File: src/rtl/muxn_pkg.sv
// Shared types, defaults and the next-channel search for the registered scan mux.
package muxn_pkg;

   localparam int DEF_N     = 4;
   localparam int DEF_W     = 1;
   localparam int DEF_DWELL = 1;
   localparam int MAX_N     = 64;
   localparam int IDX_W     = 8;

   typedef enum logic {
      MUX_MANUAL,
      MUX_SCAN
   } mode_e;

   typedef struct packed {
      logic [IDX_W-1:0] idx;
      logic             wrap;
      logic             found;
   } next_t;

   // Ascending search for the next enabled channel after current, wrapping at n.
   // An out-of-range current restarts the search from channel 0.
   function automatic next_t next_chan(input int current, input logic [MAX_N-1:0] mask,
                                       input int n);
      next_t r;
      int    base;
      int    cand;
      r.idx   = IDX_W'(current);
      r.wrap  = 1'b0;
      r.found = 1'b0;
      base    = (current >= n) ? n - 1 : current;
      for (int k = 1; k <= MAX_N; k++) begin
         cand = base + k;
         if (cand >= n) cand = cand - n;
         if (k <= n && !r.found && mask[cand]) begin
            r.idx   = IDX_W'(cand);
            r.wrap  = (cand <= current);
            r.found = 1'b1;
         end
      end
      return r;
   endfunction

endpackage

File: src/rtl/muxn_comb.sv
// Purely combinational N-to-1, W-bit multiplexer; out-of-range selects give zero.
module muxn_comb #(
   parameter  int N    = 4,
   parameter  int W    = 1,
   localparam int SELW = $clog2(N)
) (
   input  logic [N*W-1:0]  din,
   input  logic [SELW-1:0] sel,
   output logic [W-1:0]    out
);

   always_comb begin
      // NOTE: out gets a default before the loop so no select value infers a latch.
      out = '0;
      for (int k = 0; k < N; k++) begin
         if (sel == SELW'(k)) out = din[k*W +: W];
      end
   end

endmodule

File: src/rtl/muxn_scan_reg.sv
// Registered N-input scan multiplexer with manual select and timed auto-scan.
// Optional per-channel enable mask when MUXN_CHMASK_EN is defined.
module muxn_scan_reg
   import muxn_pkg::*;
#(
   parameter  int N     = DEF_N,
   parameter  int W     = DEF_W,
   parameter  int DWELL = DEF_DWELL,
   localparam int SELW  = $clog2(N)
) (
   input  logic            CLK,
   input  logic            RESET,
   input  logic [N*W-1:0]  din,
   input  logic [SELW-1:0] sel,
   input  logic            scan,
`ifdef MUXN_CHMASK_EN
   input  logic [N-1:0]    chmask,
`endif
   output logic [W-1:0]    y,
   output logic [SELW-1:0] ch,
   output logic            valid,
   output logic            wrap
);

   localparam int                CNTW     = (DWELL > 1) ? $clog2(DWELL) : 1;
   localparam int                NSEL     = 2 ** SELW;
   localparam logic [CNTW-1:0]   CNT_LAST = CNTW'(DWELL - 1);

   logic [SELW-1:0]  r_ch;
   logic [CNTW-1:0]  r_cnt;
   logic [W-1:0]     r_y;
   logic             r_valid;
   logic             r_wrap;

   logic [N-1:0]     w_mask;
   logic [NSEL-1:0]  w_mask_sel;
   logic [MAX_N-1:0] w_mask_pkg;
   mode_e            w_mode;
   next_t            w_next;
   logic [SELW-1:0]  w_tgt;
   logic             w_tgt_ok;
   logic             w_adv_wrap;
   logic [CNTW-1:0]  w_cnt_nxt;
   logic [W-1:0]     w_mux;
   logic             w_unused;

`ifdef MUXN_CHMASK_EN
   assign w_mask = chmask;
`else
   assign w_mask = '1;
`endif

   // Zero-extended masks: indexing by any select value lands on a defined bit.
   always_comb begin
      w_mask_sel         = '0;
      w_mask_sel[N-1:0]  = w_mask;
      w_mask_pkg         = '0;
      w_mask_pkg[N-1:0]  = w_mask;
   end

   assign w_mode   = scan ? MUX_SCAN : MUX_MANUAL;
   assign w_next   = next_chan(int'(r_ch), w_mask_pkg, N);
   assign w_unused = ^w_next.idx[IDX_W-1:SELW];

   always_comb begin
      w_tgt      = r_ch;
      w_tgt_ok   = 1'b0;
      w_adv_wrap = 1'b0;
      w_cnt_nxt  = '0;
      case (w_mode)
         MUX_MANUAL: begin
            w_tgt    = sel;
            w_tgt_ok = w_mask_sel[sel];
         end
         MUX_SCAN: begin
            if (!w_next.found) begin
               w_tgt = r_ch;
            end else if (!w_mask_sel[r_ch] || r_cnt == CNT_LAST) begin
               w_tgt      = w_next.idx[SELW-1:0];
               w_tgt_ok   = 1'b1;
               w_adv_wrap = w_next.wrap;
            end else begin
               w_tgt_ok  = 1'b1;
               w_cnt_nxt = r_cnt + CNTW'(1);
            end
         end
         default: ;
      endcase
   end

   // The mux sees the channel that will be registered, keeping y and ch consistent.
   muxn_comb #(
      .N (N),
      .W (W)
   ) u_mux (
      .din (din),
      .sel (w_tgt),
      .out (w_mux)
   );

   always_ff @(posedge CLK) begin
      // NOTE: state updates are nonblocking so every register samples pre-edge values.
      if (RESET) begin
         r_ch    <= '0;
         r_cnt   <= '0;
         r_y     <= '0;
         r_valid <= 1'b0;
         r_wrap  <= 1'b0;
      end else begin
         r_ch    <= w_tgt;
         r_cnt   <= w_cnt_nxt;
         r_y     <= w_tgt_ok ? w_mux : '0;
         r_valid <= w_tgt_ok;
         r_wrap  <= w_adv_wrap;
      end
   end

   assign y     = r_y;
   assign ch    = r_ch;
   assign valid = r_valid;
   assign wrap  = r_wrap;

endmodule
File: config.mk
export PLATFORM = sky130hd
export DESIGN_NAME = muxn_scan_reg
export DESIGN_NICKNAME = d
export VERILOG_FILES = /design/src/rtl/muxn_pkg.sv /design/src/rtl/muxn_comb.sv /design/src/rtl/muxn_scan_reg.sv
export SDC_FILE = /design/constraint.sdc
export NUM_CORES = 1
export LEC_CHECK = 0
export CAP_MARGIN = 20
export CORE_AREA = 2 2 39 41
export CTS_CLUSTER_DIAMETER = 50
export CTS_CLUSTER_SIZE = 12
export DETAILED_ROUTE_END_ITERATION = 16
export DIE_AREA = 0 0 41 43
export HOLD_SLACK_MARGIN = 0.03
export PLACE_DENSITY = 0.78
export SYNTH_ARGS = -nofsm -noshare
export SYNTH_HDL_FRONTEND = slang
export SYNTH_SLANG_ARGS = --single-unit
File: constraint.sdc
create_clock -name CLK -period 1.7 [get_ports CLK]
set_input_delay 0.51 -clock CLK [delete_from_list [all_inputs] [get_ports CLK]]
set_output_delay 0.51 -clock CLK [all_outputs]
set_load 0.03 [all_outputs]
; ---- Word-level counts from Yosys, hierarchy flattened
; Memory sizes are Yosys's and may differ from the RTL's.
; Index checks and enable logic that the tools add are counted.
[op_classes]
addsub = 9
order_cmp = 14
eq_ne = 3
mux = 30
bitwise_logic = 5
reduce_logical = 12
[op_table]
columns = op, n
row1 = less-or-equal comparator 32 x 3 -> 1 bit, 4
row2 = less-than comparator 32 x 8 -> 1 bit (second input constant), 4
row3 = 2-to-1 mux 32 bit, 4
row4 = 2-to-1 mux 1 bit, 16
row5 = 2-to-1 mux 4 bit, 4
row6 = subtractor 3 x 3 -> 4 bit (second input constant), 3
row7 = >= comparator 3 bit (second input constant), 3
row8 = OR reduction 4 bit, 2
row9 = adder 2 x 2 -> 3 bit (second input constant), 2
row10 = less-than comparator 2 x 3 -> 1 bit (second input constant), 2
row11 = inverter 1 bit, 5
row12 = subtractor 4 x 3 -> 5 bit (second input constant), 1
row13 = adder 2 x 3 -> 4 bit (second input constant), 1
row14 = binary-select mux 1 bit (select 2 bit), 2
row15 = equality test 2 bit (second input constant), 2
row16 = >= comparator 4 x 3 -> 1 bit (second input constant), 1
row17 = logical NOT 1 bit, 4
row18 = 2-to-1 mux 2 bit, 2
row19 = one-hot mux 2 bit (2 select lines), 1
row20 = adder 2 x 1 -> 3 bit (second input constant), 1
row21 = logical AND 1 bit, 3
row22 = equality test 2 x 1 -> 1 bit (second input constant), 1
row23 = logical NOT 2 bit, 1
row24 = one-hot mux 1 bit (2 select lines), 1
row25 = other kinds (3), 3
[totals]
regBits = 6
romBits = 256
input_bits = 9
out_inout_bits = 5
wordCells = 82
memories = 4
[memory_table]
columns = name, words, word_bits, read_ports, rd_clocked_by_memory_dff, wr, line_no
row1 = (no name shown), 64, 1, 1, 0, 0, muxn_pkg.sv:35  ; if (k <= n && !r.found && mask[cand]) begin
row2 = (no name shown), 64, 1, 1, 0, 0, muxn_pkg.sv:35
row3 = (no name shown), 64, 1, 1, 0, 0, muxn_pkg.sv:35
row4 = (no name shown), 64, 1, 1, 0, 0, muxn_pkg.sv:35

; ---- Longest topological paths before layout
; Gate-level depths: netlist of run 1.
[depth]
depth_word = 24
ltp_mapped = 7
depth_no_buf = 6

; ---- Cells and area by module
; From an unflattened synthesis of run 1, not the netlist that was laid out.
[unflattened]
hier_cells = 31
hier_area_um2 = 300.3
[modules_own_cells]
columns = mod, n_inst, cells_each, area_each_um2, seq_area_each_um2
row1 = muxn_scan_reg, 1, 30, 277.8, 120.1
row2 = muxn_comb, 1, 1, 22.5, 0.0

; ---- Least setup slack after synthesis of run 1
; Ideal clock, no wire load.
[synth_path]
kind = register to register
startpoint = register r_ch[0] (netlist: ch[0])
endpoint = register r_y (netlist: y)
setup_ps = 134
arrival_time_ps = 1714
t_required_ps = 1566
path_slack_ps = -148
stages_incl_launch_ff = 8
path_buffers = 1
synth_period_minus_slack_ps = 1848
path_cell_list = dfxtp_1 buf_6 inv_1 ha_1 nor2b_1 o31a_1 mux2i_1 a41oi_2
[synth_between]
elab_chain_len = 24
elab_cells_between_ends = 57
cone_classes = 8 x add/sub / 4 x order compare / 3 x eq/ne / 27 x mux / 1 x bitwise / 10 x reduce/logical / 4 x memory
[synth_lines]
columns = item, line_no
row1 = start: declaration, muxn_scan_reg.sv:29  ; logic [SELW-1:0] r_ch;
row2 = start signal: assignment, muxn_scan_reg.sv:110  ; r_ch <= w_tgt;
row3 = adder 2 x 1 -> 3 bit, muxn_pkg.sv:33  ; cand = base + k;
row4 = subtractor 3 x 3 -> 4 bit / >= comparator 3 bit (equally long branches), muxn_pkg.sv:34  ; if (cand >= n) cand = cand - n;
row5 = 2-to-1 mux 32 bit, muxn_pkg.sv:34
row6 = memory (64 x 1 bit), n/a
row7 = 2-to-1 mux 1 bit (implied by the code) (2 in series), muxn_pkg.sv:35
row8 = 2-to-1 mux 4 bit, muxn_pkg.sv:35
row9 = logical NOT 1 bit, muxn_pkg.sv:35
row10 = logical AND 1 bit, muxn_pkg.sv:35
row11 = [4 not listed], n/a
row12 = logical NOT 1 bit, muxn_pkg.sv:35
row13 = logical AND 1 bit, muxn_pkg.sv:35
row14 = 2-to-1 mux 4 bit, muxn_pkg.sv:35
row15 = 2-to-1 mux 2 bit, muxn_scan_reg.sv:78  ; end else if (!w_mask_sel[r_ch] || r_cnt == CNT_LAST) begin
row16 = 2-to-1 mux 2 bit, muxn_scan_reg.sv:76  ; if (!w_next.found) begin
row17 = one-hot mux 2 bit (2 select lines), muxn_scan_reg.sv:70  ; case (w_mode)
row18 = logical NOT 2 bit, muxn_comb.sv:16  ; if (sel == SELW'(k)) out = din[k*W +: W];
row19 = 2-to-1 mux 1 bit (4 in series), muxn_comb.sv:16
row20 = end signal: assignment, muxn_scan_reg.sv:112  ; r_y <= w_tgt_ok ? w_mux : '0;
row21 = end: declaration, muxn_scan_reg.sv:31  ; logic [W-1:0] r_y;
; Parallel ways exist; a longest one is shown, timed or not. The select of a mux whose other input is x is not followed.
; A chain may end at the register's enable or synchronous reset.

; ---- Final worst setup path of run 1
; Ends and elaborated chain as after synthesis.

==> results of run 1 <==
-- power by group through the flow --
stage	sequential, uW	clock (uW)	combinational, uW
5_1_grt	161	159	147
6_report	160	150	136
3_5_place_dp	162	0	139
4_1_cts	159	154	134
3_3_place_gp	162	0	135
2_1_floorplan	177	0	70.4
-- what timing repair did --
item,CTS,global route
gates resized for setup,5,3
hold buffers,0,0
setup endpoints to repair,5,1
-- worst min path at each step --
stage	startpoint	end	slack, ns	depth (start not counted)
6_report	r_cnt$_SDFF_PP0_	wrap$_SDFF_PP0_	0.66	1
5_1_grt	r_cnt$_SDFF_PP0_	wrap$_SDFF_PP0_	0.69	1
4_1_cts	r_cnt$_SDFF_PP0_	wrap$_SDFF_PP0_	0.63	1
3_5_place_dp	r_cnt$_SDFF_PP0_	wrap$_SDFF_PP0_	0.61	1
3_3_place_gp	r_cnt$_SDFF_PP0_	wrap$_SDFF_PP0_	0.60	1
2_1_floorplan	r_cnt$_SDFF_PP0_	wrap$_SDFF_PP0_	0.51	1
-- worst register-to-register path: cells and delay by family, from the launching register on --
kind | cells | cell delay, ns
compound gates | 2 | 0.42
fa+ha+maj | 1 | 0.29
buf+inv | 1 | 0.06
flops | 1 | 0.36
mux | 1 | 0.22
simple gates | 1 | 0.17
-- placed cells by master, fill, tap and decap left out, drive strengths merged --
cell type	n
xnor2	1
clkbuf	4
nor2b	2
o31a	1
nor4b	1
nor2	3
dlymetal6s2s	1
dlygate4sd2	5
dfxtp	6
or3b	1
clkdlybuf4s50	7
buf	3
o22ai	2
ha	3
nand2b	4
o2111ai	2
nand3b	1
and2b	2
mux2i	5
a22o	1
conb	1
o21ai	1
a21oi	3
and2	1
o211ai	1
a21o	1
a41oi	1
nand2	1
inv	3
a211oi	1
and3	2
-- layout make-up --
type	count	area, um^2
clock buffer	4	26.28
tap	16	20.02
multi-input combinational	42	331.6
sequential	6	123.9
fill	140	721.9
timing repair buffer	16	148.9
inverter	3	11.26
-- metal layers --
metal | part of all wire (%) | wire length (um)
met2 | 53 | 564
met3 | 3.5 | 37
met1 | 42 | 444
met5 | 0 | 0
met4 | 2.1 | 22
-- through the flow --
stage	TNS [ns]	setup slack, ns	cell area, um^2	instances
floorplan	0	0.03730	480.5	53
CTS	0	0.03046	654.4	87
detailed placement	-0.2311	-0.2311	634.4	83
finish	0	0.05149	661.9	87
global route	-0.009179	-0.009179	661.9	87
global placement	-0.1739	-0.1739	634.4	83
-- registers in the layout, indices dropped and copies added, names as in the netlist --
name / cells
wrap: 1
r_cnt: 1
valid: 1
ch: 2
y: 1
-- cell families (layout without fill, tap and decap cells) --
group | count (synthesis) | count (layout) | share of synthesized area, %
and+or+nand+nor | 18 | 18 | 25.20
AOI/OAI and AO/OA | 14 | 14 | 22.31
DFF | 6 | 6 | 25.20
muxes | 5 | 5 | 10.50
buffers and inverters | 5 | 23 | 6.299
adders and majority gates | 3 | 3 | 7.875
other | 1 | 1 | 0.7866
xor gates and xnor gates | 1 | 1 | 1.838
==> flow_summary_export.csv, run 1 <==
group,metric,value,unit
clock_network,cts_post_setup_buffers_inserted,0,
logic_synthesis,synthTopCellsByCount,"dfxtp_1 (6), mux2i_1 (5)",
setup_path,r2r_start,"ch[0]$_SDFF_PP0_",
setup_path,worst-path-buf-inv,1,
logic_synthesis,synth-edff-count,0,
detailed_routing,viasPerCell,5.207,
die,core,1384,um^2
setup_path,slowest_delay,0.36,ns
logic_synthesis,yosysWarnings,0,
sta,drv_slew,0,
hold_path,hp-class,"flip-flop to flip-flop",
power,peakVddDrop,0.3624,mV
clock_network,path_clk_slew,0.06,ns
sta,setup_viol,0,
power,switchingPower,138.1,uW
place,portBuffers,13,
global_route,overflow,0,
logic_synthesis,netlist.area_leader.share,25.20,%
place,hpwl,832.3,um
setup_path,arrival,1.78,ns
sta,fmax,0.6066,GHz
die,io_pins,14,
global_route,gr-max-usage-layer,"met2",
die,die_area,1763,um^2
detailed_routing,post_drt_wl_per_cell,12.28,um
clock_network,clock_path_buffers,2,
logic_synthesis,synthFlopType,"dfxtp_1",
power,clkPwrFrac,33.6,%
sta,finalHoldViolations,0,
setup_path,path_max_fanout,5,
global_route,met3_usage,1.571,%
logic_synthesis,ys_seq_elements,6,
setup_path,cp.depth,6,
logic_synthesis,yosysSeqAreaShare,25.20,%
power,seqPwrFrac,35.8,%
die,die_w,41,um
power,power-per-cell-area,673.4,nW/um^2
power,cellLeakagePower,0.0003084,uW
setup_path,slowest_stage,"dfxtp_4",
detailed_routing,wl,1.068,mm
global_route,grt_pass1_wl,1.662,mm
power,power,445.7,uW
logic_synthesis,syn_area_per_cell,8.994,um^2
clock_network,clock_latency,0.26,ns
logic_synthesis,synthArstFlopShare,0,%
die,die_h,43,um
cells_and_area,post-route-util,47.83,%
setup_path,path_delay_family,"compound AO/OA/AOI/OAI gates",
setup_path,r2r-end,"y$_SDFF_PP0_",
detailed_routing,drt_iter0_markers,8,
detailed_routing,ant_nets,0,
clock_network,h-tree-depth,1,
cells_and_area,area_delta_synth_final,38.85,%
die,start_util,34.45,%
setup_path,critPathCaptureType,"flip-flop",
setup_path,setup.worst_path.end,"y$_SDFF_PP0_",
setup_path,crit_path_start_kind,"flip-flop",
setup_path,r2r_setup_slack,0.05,ns
detailed_routing,drt_pre_antenna_iters,4,
detailed_routing,drc_errors,0,
cells_and_area,nets,84,
cells_and_area,antenna_cells,0,
sta,finalCriticalPeriod,1.649,ns
flow_run,cap_violations,0,
setup_path,crit_required,1.83,ns
logic_synthesis,synth.area.top_cells,"dfxtp_1 (25%), mux2i_1 (10%), ha_1 (7.9%), nand2b_1 (3.9%), o2111ai_1 (3.7%)",
logic_synthesis,synth_nets,65,
clock_network,cts.sinks,6,
logic_synthesis,ys_types,29,
logic_synthesis,yosysTopAreaCell,"dfxtp_1",
global_route,antenna_found_initial,0,
power,p_sw_share,30.99,%
global_route,grt_usage,14.10,%
global_route,grt_pass1_vias,392,
setup_path,critical_path_class,"flip-flop to flip-flop",
sta,fin_crit_sh,96.97,%
sta,fin_hold_ws,0.6636,ns
status,outcome,"finished clean",
logic_synthesis,synth_cells,53,
setup_path,worstPathCellList,"inv_1, ha_1, nor2b_2, o31a_1, mux2i_1, a41oi_2",
power,p_int,307.6,uW
clock_network,cts_tree,"done",
global_route,met1_usage,16.88,%
detailed_routing,vias,453,
logic_synthesis,yosysMostFrequentCell,"dfxtp_1",
clock_network,cts-buffers-inserted,3,
power,combPwrFrac,30.6,%
global_route,use_met2,22.81,%
sta,final.setup_skew,0.01167,ns
global_route,grt_max_degree,10,
clock_network,cts_root_buffer,"clkbuf_4",
die,rows,14,
cells_and_area,final_layout_size_suffix_gt1_share,16.90,%
setup_path,crit_start,"ch[0]$_SDFF_PP0_",
logic_synthesis,netlist_area,476.7,um^2
setup_path,reg2regPathDepth,6,
place,gp_congestion,0.8123,
Note: power is estimated with default switching activity, not from simulation.
==> inputs of run 2 (changes only) <==
--- a/config.mk
+++ b/config.mk
@@ -5,6 +5,7 @@
 export SDC_FILE = /design/constraint.sdc
 export NUM_CORES = 1
 export LEC_CHECK = 0
+export ABC_CLOCK_PERIOD_IN_PS = 1700
 export CAP_MARGIN = 20
 export CORE_AREA = 2 2 39 41
 export CTS_CLUSTER_DIAMETER = 50
@@ -12,7 +13,7 @@
 export DETAILED_ROUTE_END_ITERATION = 16
 export DIE_AREA = 0 0 41 43
 export HOLD_SLACK_MARGIN = 0.03
-export PLACE_DENSITY = 0.78
+export PLACE_DENSITY = 0.66
 export SYNTH_ARGS = -nofsm -noshare
 export SYNTH_HDL_FRONTEND = slang
 export SYNTH_SLANG_ARGS = --single-unit
==> flow_summary_export.csv, run 2 (synthesis results as in run 1) <==
group,metric,value,unit
cells_and_area,final_layout_size_suffix_gt1_share,20.00,%
setup_path,arrival,1.09,ns
sta,finalCriticalPeriod,1.605,ns
clock_network,clock_latency,0.24,ns
detailed_routing,ant_nets,0,
setup_path,setup.worst_path.end,"ch[1]",
place,placedCellCount,85,
clock_network,h-tree-depth,1,
place,gp_congestion,0.7696,
setup_path,r2r_setup_slack,0.11,ns
power,power-per-cell-area,646.6,nW/um^2
detailed_routing,vias,466,
setup_path,critPathCaptureType,"primary output",
setup_path,r2r-end,"y$_SDFF_PP0_",
cells_and_area,antenna_cells,0,
cells_and_area,largest_register_ff_count,2,
sta,fin_crit_sh,94.40,%
setup_path,path_max_fanout,6,
detailed_routing,wl,1.079,mm
cells_and_area,finalNonFillerCells,91,
setup_path,critical_path_class,"flip-flop to primary output",
global_route,grt_usage,14.19,%
setup_path,worstPathCellList,"dlygate4sd2_1",
global_route,grt_max_degree,13,
die,die_h,43,um
die,rows,14,
detailed_routing,drt_iter0_markers,3,
clock_network,cts.sinks,6,
sta,final.setup_skew,0.008153,ns
sta,fmax,0.6232,GHz
die,start_util,34.45,%
setup_path,worst-path-buf-inv,1,
setup_path,reg2regPathDepth,6,
global_route,antenna_found_initial,0,
power,peakVddDrop,0.4803,mV
setup_path,path_delay_family,"flip-flops",
cells_and_area,final_common_cell,"clkdlybuf4s50_1",
power,cellLeakagePower,0.0003182,uW
sta,drv_slew,0,
clock_network,path_clk_slew,0.05,ns
global_route,grt_pass1_vias,418,
cells_and_area,nets,88,
die,die_area,1763,um^2
cells_and_area,area_delta_synth_final,44.09,%
setup_path,crit_required,1.19,ns
setup_path,slowest_stage,"dfxtp_1",
die,io_pins,14,
place,dpl_cell_area,649.4,um^2
place,portBuffers,13,
sta,rsz0062_at_grt,"false",
global_route,overflow,0,
detailed_routing,drt_pre_antenna_iters,4,
setup_path,cp.depth,1,
status,outcome,"finished clean",
sta,fin_hold_ws,0.6308,ns
setup_path,crit_path_start_kind,"flip-flop",
cells_and_area,fin_area,686.9,um^2
flow_run,cap_violations,0,
setup_path,slowest_delay,0.43,ns
cells_and_area,final_cell_mix,"clkdlybuf4s50_1 (8), buf_4 (7), mux2i_1 (5), dfxtp_1 (5), dlygate4sd2_1 (5)",
clock_network,clock_path_buffers,2,
setup_path,r2r_start,"ch[0]$_SDFF_PP0_",
global_route,grt_pass1_wl,1.745,mm
detailed_routing,post_drt_wl_per_cell,11.86,um
detailed_routing,viasPerCell,5.121,
hold_path,min_path_cells,1,
setup_path,crit_start,"ch[1]$_SDFF_PP0_",
die,die_w,41,um
sta,finalHoldViolations,0,
clock_network,cts-buffers-inserted,3,
die,core,1384,um^2
clock_network,cts_root_buffer,"clkbuf_4",
hold_path,hp-class,"flip-flop to flip-flop",
sta,setup_viol,0,
clock_network,cts_tree,"done",
detailed_routing,drc_errors,0,
==> run 2: metrics by stage <==
| stage | setup WS [ns] | total power, uW | TNS, ns | utilization (%) |
|---|---|---|---|---|
| after floorplan | 0.03730 | 247.3 | 0 | - |
| after global placement | -0.1665 | 301.7 | -0.1665 | 46.93 |
| after detailed placement | -0.1686 | 303.3 | -0.1686 | 46.93 |
| after CTS | 0.004297 | 440.9 | 0 | 48.37 |
| after global routing | 0.04654 | 469.9 | 0 | 49.64 |
| final | 0.09527 | 444.1 | 0 | 49.64 |
==> run 2: layout make-up <==
type                            instances  area [um^2]
Fill cell                             144        696.9
Multi-Input combinational cell         42        329.1
Timing Repair Buffer                   20        176.4
Sequential cell                         6        123.9
Clock buffer                            4        26.28
Tap cell                               16        20.02
Inverter                                3        11.26
==> run 2: worst min path at each step <==
stage,startpoint,endpoint
2_1_floorplan,r_cnt$_SDFF_PP0_,wrap$_SDFF_PP0_
3_3_place_gp,r_cnt$_SDFF_PP0_,wrap$_SDFF_PP0_
3_5_place_dp,r_cnt$_SDFF_PP0_,wrap$_SDFF_PP0_
4_1_cts,r_cnt$_SDFF_PP0_,wrap$_SDFF_PP0_
5_1_grt,r_cnt$_SDFF_PP0_,wrap$_SDFF_PP0_
6_report,r_cnt$_SDFF_PP0_,wrap$_SDFF_PP0_
==> run 2: worst reg2reg max path: stages (launching register included) <==
cell	delay [ns]
dfxtp_4	0.37
inv_1	0.06
ha_1	0.27
nor2b_2	0.17
o31a_1	0.28
mux2i_1	0.20
a41oi_2	0.12
==> run 2: routing by layer <==
metal	GRT usage, %	part of all wire (%)	routed length [um]	vias to the layer above
met4	4.000	1.8	19	0
met1	19.42	47	509	216
met5	0	0	0	-
met2	21.56	47	504	13
met3	3.141	4.2	45	2
li1	-	-	-	235
==> run 2: repair_timing <==
action / in CTS / in global routing
resized for setup: 5 / 1
hold buffers: 0 / 0
buffers inserted: 0 / 2
setup endpoints to repair: 5 / 1
==> run 2: report_power, final <==
group          total (uW)  internal (uW)  switching [uW]  leakage, uW
clock network         142           89.0            52.8    0.0000150
logic                 142           73.1            68.7     0.000253
registers             161            150            10.1    0.0000504
total                 444            313             132     0.000318
